$ cat config.mk
export PLATFORM = sky130hd
export DESIGN_NAME = freqdiv_monitor_flat
export DESIGN_NICKNAME = d
export VERILOG_FILES = /design/src/rtl/freqdiv_monitor_if.sv /design/src/rtl/freqdiv_monitor.sv /design/src/flat_wrapper.sv
export SDC_FILE = /design/constraint.sdc
export NUM_CORES = 1
export LEC_CHECK = 0
export CAP_MARGIN = 25
export CORE_ASPECT_RATIO = 1.75
export CORE_MARGIN = 4
export CORE_UTILIZATION = 54
export CTS_CLUSTER_DIAMETER = 40
export CTS_CLUSTER_SIZE = 10
export DETAILED_ROUTE_END_ITERATION = 10
export GPL_TIMING_DRIVEN = 0
export PLACE_DENSITY = 0.87
export SLEW_MARGIN = 20
export SYNTH_ARGS = -nofsm -noshare
export SYNTH_HDL_FRONTEND = slang
export SYNTH_SLANG_ARGS = --single-unit
$ cat constraint.sdc
create_clock -name wb_clk_i -period 3.15 [get_ports wb_clk_i]
set_input_delay 0.63 -clock wb_clk_i [delete_from_list [all_inputs] [get_ports wb_clk_i]]
set_output_delay 0.63 -clock wb_clk_i [all_outputs]
set_load 0.02 [all_outputs]
$ cat src/rtl/freqdiv_monitor_if.sv
// freqdiv_monitor_if: control inputs and measurement results exchanged with freqdiv_monitor
interface freqdiv_monitor_if #(parameter int CNT_W = 16);
  logic en, clear, clk_div;
  logic [CNT_W-1:0] period, high;
  logic meas_stb, valid, locked, timeout;
  modport master(output en, clear, clk_div, input period, high, meas_stb, valid, locked, timeout);
  modport slave(input en, clear, clk_div, output period, high, meas_stb, valid, locked, timeout);
endinterface

$ cat src/rtl/freqdiv_monitor.sv
// freqdiv_monitor: syncs an async divided clock, measures period/high time, flags lock and timeout
module freqdiv_monitor #(
  parameter int CNT_W = 16,
  parameter int LOCK_CNT = 4,
  parameter int TOL = 1,
  parameter int SYNC_STAGES = 2
) (
  input logic wb_clk_i,
  input logic wb_rst_ni,
  freqdiv_monitor_if.slave m
);
  localparam int MW = $clog2(LOCK_CNT + 1);
  localparam logic [CNT_W-1:0] MAX = '1;
  localparam logic [CNT_W-1:0] ONE = CNT_W'(1);
  localparam logic [CNT_W:0] TOL_V = (CNT_W + 1)'(TOL);
  localparam logic [MW-1:0] LOCK = MW'(LOCK_CNT);
  typedef enum logic [1:0] {IDLE, ARM, MEASURE, TIMEOUT} state_t;
  state_t state, state_nxt;
  logic [SYNC_STAGES-1:0] sync;
  logic p, s, rise, fall, take, tmo;
  logic [CNT_W-1:0] pcnt, hlat;
  logic [CNT_W:0] diff;
  logic [MW-1:0] match, match_nxt;
  assign s = sync[SYNC_STAGES-1];
  assign rise = s & ~p;
  assign fall = ~s & p;
  assign take = state == MEASURE && rise;
  assign tmo = state == MEASURE && !rise && pcnt == MAX;
  assign diff = pcnt >= m.period ? {1'b0, pcnt} - {1'b0, m.period} : {1'b0, m.period} - {1'b0, pcnt};
  always_comb begin
    match_nxt = (!m.valid || diff > TOL_V) ? '0 : match == LOCK ? LOCK : match + 1'b1;
    state_nxt = !m.en ? IDLE : (m.clear || state == IDLE) ? ARM : (state != MEASURE && rise) ? MEASURE : tmo ? TIMEOUT : state;
  end
  always_ff @(posedge wb_clk_i or negedge wb_rst_ni)
    if (!wb_rst_ni) state <= IDLE;
    else state <= state_nxt;
  always_ff @(posedge wb_clk_i or negedge wb_rst_ni)
    if (!wb_rst_ni) {sync, p} <= '0;
    else {sync, p} <= {sync[SYNC_STAGES-2:0], m.clk_div, s};
  always_ff @(posedge wb_clk_i or negedge wb_rst_ni)
    if (!wb_rst_ni) begin
      {pcnt, hlat, match} <= '0;
      {m.period, m.high, m.meas_stb, m.valid, m.locked, m.timeout} <= '0;
    end else if (!m.en || m.clear) begin
      {pcnt, hlat, match} <= '0;
      {m.period, m.high, m.meas_stb, m.valid, m.locked, m.timeout} <= '0;
    end else begin
      m.meas_stb <= take;
      if ((state == ARM || state == TIMEOUT) && rise) pcnt <= ONE;
      if (state == MEASURE) begin
        if (fall) hlat <= pcnt;
        if (rise) begin
          m.period <= pcnt;
          m.high <= hlat;
          m.valid <= 1'b1;
          m.locked <= match_nxt == LOCK;
          match <= match_nxt;
          pcnt <= ONE;
        end else if (tmo) begin
          m.timeout <= 1'b1;
          m.valid <= 1'b0;
          m.locked <= 1'b0;
          match <= '0;
        end else pcnt <= pcnt + 1'b1;
      end
    end
endmodule

$ cat src/flat_wrapper.sv
// flat-port wrapper written by rule: the top's interface ports become plain ports
module freqdiv_monitor_flat 
#(
  parameter int CNT_W = 16,
  parameter int LOCK_CNT = 4,
  parameter int TOL = 1,
  parameter int SYNC_STAGES = 2
)
  (wb_clk_i, wb_rst_ni, m_en, m_clear, m_clk_div, m_period, m_high, m_meas_stb, m_valid, m_locked, m_timeout);
  freqdiv_monitor_if #(.CNT_W(CNT_W)) m_i ();
  input logic wb_clk_i;
  input logic wb_rst_ni;
  input wire logic [$bits(m_i.en)-1:0] m_en;
  input wire logic [$bits(m_i.clear)-1:0] m_clear;
  input wire logic [$bits(m_i.clk_div)-1:0] m_clk_div;
  output wire logic [$bits(m_i.period)-1:0] m_period;
  output wire logic [$bits(m_i.high)-1:0] m_high;
  output wire logic [$bits(m_i.meas_stb)-1:0] m_meas_stb;
  output wire logic [$bits(m_i.valid)-1:0] m_valid;
  output wire logic [$bits(m_i.locked)-1:0] m_locked;
  output wire logic [$bits(m_i.timeout)-1:0] m_timeout;
  assign m_i.en = m_en;
  assign m_i.clear = m_clear;
  assign m_i.clk_div = m_clk_div;
  assign m_period = m_i.period;
  assign m_high = m_i.high;
  assign m_meas_stb = m_i.meas_stb;
  assign m_valid = m_i.valid;
  assign m_locked = m_i.locked;
  assign m_timeout = m_i.timeout;
  freqdiv_monitor #(.CNT_W(CNT_W), .LOCK_CNT(LOCK_CNT), .TOL(TOL), .SYNC_STAGES(SYNC_STAGES)) u_core (.wb_clk_i(wb_clk_i), .wb_rst_ni(wb_rst_ni), .m(m_i));
endmodule
==> impl_metrics.env, run 1 <==
export IMPL_rsz0062_at_grt="true"
export IMPL_routabilityCongestion=0.929
export IMPL_place_area_sq_mm=0.00579
export IMPL_drtAntennaViolNets=0
export IMPL_ios=41
export IMPL_crit_path_start_kind="flip-flop"
export IMPL_slew_headroom=0.454
export IMPL_std_cell_rows=47
export IMPL_fin_util=0.704
export IMPL_hp_class="in2async"
export IMPL_final_cell_mix="nand2_1, a21oi_1, dfrtp_1"
export IMPL_antenna_found_initial=0
export IMPL_synth_top_flop_cell="dfrtp_1"
export IMPL_drc=0
export IMPL_cp_arrival_ns=3.42
export IMPL_intPower_mw=1.88
export IMPL_leakage_nw=2.82
export IMPL_pwr_share_comb=0.038
export IMPL_maxCapViolCount=0
export IMPL_status="complete, but fails checks"
export IMPL_yosys_register_bits=76
export IMPL_yosysTopAreaCell="dfrtp_1"
export IMPL_synth_cell_types=70
export IMPL_start_util=0.550
export IMPL_ys_warnings_count=0
export IMPL_die_x_um=82.3
export IMPL_cp_end_kind="flip-flop"
export IMPL_wl_um=16300
export IMPL_postSynth_asyncResetShare=1.00
export IMPL_skew_ns=0.0103
export IMPL_clk_path_buf_depth=2
export IMPL_fmax_ghz=0.317
export IMPL_cts_tree="yes"
export IMPL_mostFrequentLayoutCell="nand2_1"
export IMPL_track_usage=0.292
export IMPL_synth_edf_count=0
export IMPL_grt_pass1_wl_um=25200
export IMPL_hpwl_um=11900
export IMPL_final_layout_size_suffix_gt1_frac=0.183
export IMPL_r2r_start="u_core.m.period[0]"
export IMPL_hold_ws_ns=0.183
export IMPL_fin_area_sq_mm=0.00667
export IMPL_cp_required_ns=3.42
export IMPL_drv_slew=0
export IMPL_clkTransAtPathRegs_ns=0.06
export IMPL_wl_per_cell_um=19.2
export IMPL_synth_area_sq_mm=0.00521
export IMPL_power_frac_clock=0.543
export IMPL_worst_pin_slew_ns=0.817
export IMPL_power_density_mw_per_mm2=352
export IMPL_fin_setup_tns_ns=-0.00262
export IMPL_stdcell_count=853
export IMPL_r2r_cells=13
export IMPL_fin_crit_sh=1.00
export IMPL_syn_inst=644
export IMPL_die_area_sq_mm=0.0113
export IMPL_syn_num_nets=686
export IMPL_crit_type="reg2reg"
export IMPL_port_buffers=40
export IMPL_p_switching_mw=0.466
export IMPL_dpl_cell_count=807
export IMPL_swShare=0.198
export IMPL_htree_levels=3
export IMPL_hold_viol=0
export IMPL_synth_seq_area_share=0.365
export IMPL_ir_drop_mv=0.496
export IMPL_die_y_um=138
export IMPL_antennaDiodeCount=0
export IMPL_setup_viol=1
export IMPL_via_count=5207
export IMPL_grt_overflow_total=0
export IMPL_vias_per_cell=6.10
export IMPL_nets=768
export IMPL_cts_root_buf="clkbuf_16"
export IMPL_syn_area_per_cell_sq_um=8.09
export IMPL_insertion_delay_ns=0.34
export IMPL_crit_fanout=4
export IMPL_fin_ws_ns=-0.00262
export IMPL_synth_top_area_frac=0.365
export IMPL_area_delta_synth_final_pct=28.0
export IMPL_grt_max_degree=56
export IMPL_finalPower_mw=2.35
export IMPL_min_period_ns=3.15
export IMPL_cts_buffers=9
export IMPL_seq_power_share=0.419
export IMPL_rr_endpoint="u_core.match[0]"
export IMPL_core_area_sq_mm=0.00947
export IMPL_drt_iter0_markers=337
export IMPL_violations="setup timing"
export IMPL_place_ws_ns=-0.620
export IMPL_synth_area_top_cells="dfrtp_1, nand2_1, a21oi_1"
export IMPL_r2r_slack_ns=-0.003
export IMPL_dr_pass1_iters=5
export IMPL_grt_pass1_vias=5170
export IMPL_clock_sinks=76
cells in the mapped netlist, types with 3 or more instances:
| cell type | count |
|---|---|
| a21boi_0 | 4 |
| a21o_1 | 10 |
| a21oi_1 | 88 |
| a22o_1 | 3 |
| a31oi_1 | 6 |
| and2_1 | 4 |
| and3_1 | 9 |
| buf_2 | 7 |
| buf_6 | 5 |
| clkbuf_1 | 21 |
| dfrtp_1 | 76 |
| ha_1 | 35 |
| inv_1 | 46 |
| nand2_1 | 126 |
| nand2b_1 | 7 |
| nand3_1 | 11 |
| nand4_1 | 9 |
| nor2_1 | 42 |
| nor2b_1 | 9 |
| nor3_1 | 6 |
| o2111ai_1 | 5 |
| o211ai_1 | 3 |
| o21ai_0 | 34 |
| o21ai_1 | 3 |
| o21bai_1 | 5 |
| o31a_1 | 3 |
| o31ai_1 | 4 |
| or3_1 | 3 |
| xnor2_1 | 6 |
| xor2_1 | 7 |
repair_timing:
item / in CTS / in global routing
resized for setup: 29 / 53
cloned: 0 / 0
pin swaps: 7 / 8
buffers inserted: 8 / 23
hold buffers: 0 / 0
setup endpoints to repair: 7 / 16
worst max-delay path by stage:
stage                        end                from  slack [ns]  depth (start not counted)
2_1_floorplan    u_core.match[0]  u_core.m.period[0]        0.06                         12
3_3_place_gp   u_core.m.high[13]           wb_rst_ni       -1.03                          1
3_5_place_dp     u_core.match[0]      u_core.pcnt[0]       -0.62                         13
4_1_cts          u_core.match[0]      u_core.pcnt[4]       0.002                         14
5_1_grt          u_core.match[0]  u_core.m.period[0]       -0.18                         13
6_report         u_core.match[0]  u_core.m.period[0]      -0.003                         13
flip-flops by register name (all words and copies together), names as in the netlist:
signal             cells
u_core.m.locked        1
u_core.m.timeout       1
u_core.hlat           16
u_core.m.meas_stb      1
u_core.state           2
u_core.pcnt           16
u_core.p               1
u_core.m.period       16
u_core.m.valid         1
u_core.match           3
u_core.m.high         16
u_core.sync            2
cell type report:
class | instances | area [sq um]
multi-input combinational | 488 | 3190
fill | 687 | 2800
sequential | 76 | 1920
timing repair buffer | 72 | 658
clock buffer | 10 | 239
buffer | 33 | 198
inverter | 46 | 175
tap | 122 | 153
clock inverter | 6 | 135
power by group through the flow:
| stage | logic [mW] | clock network, mW | registers [mW] |
|---|---|---|---|
| 3_3_place_gp | 0.0764 | 0 | 1.00 |
| 4_1_cts | 0.0864 | 1.29 | 0.983 |
| 3_5_place_dp | 0.0825 | 0 | 1.00 |
| 6_report | 0.0884 | 1.28 | 0.984 |
| 2_1_floorplan | 0.0393 | 0 | 1.00 |
| 5_1_grt | 0.0968 | 1.33 | 0.983 |
critical path: stages, from the launching register on:
cell and delay [ns]:
dfrtp_2 0.45, inv_2 0.06, ha_2 0.18, fa_2 0.23, and4b_2 0.27, a2111oi_4 0.37, o211a_1 0.23, nor3_4 0.06
nor2b_1 0.15, a211o_1 0.30, o21ai_2 0.19, xor2_2 0.22, and3_4 0.23, a31o_1 0.14
kinds of logic (layout without fill, tap and decap cells):
family                     after synthesis  after routing  share of synthesized area
adders and majority gates               37             37                     0.0917
DFF                                     76             76                      0.365
buffers and inverters                   80            167                     0.0672
muxes                                    2              2                    0.00384
AOI/OAI and AO/OA                      196            196                      0.237
and+or+nand+nor                        240            240                      0.213
xor gates and xnor gates                13             13                     0.0219
per-layer routing:
metal,wire length [um],track usage
met1,5720,0.310
met5,0,0
met2,8720,0.521
met3,695,0.0319
met4,1200,0.201
Note: power is estimated with default switching activity, not from simulation.
==> run 2: changes to the inputs <==
ABC_CLOCK_PERIOD_IN_PS = 3150   (was unset)
CAP_MARGIN = unset   (was 25)
==> results of run 2 <==
Final layout, timing and power as in run 1 (identical DEF).
==> run 3: changes to the inputs <==
ABC_AREA = 0   (was unset)
==> results of run 3 <==
Final layout, timing and power as in run 1 (identical DEF).
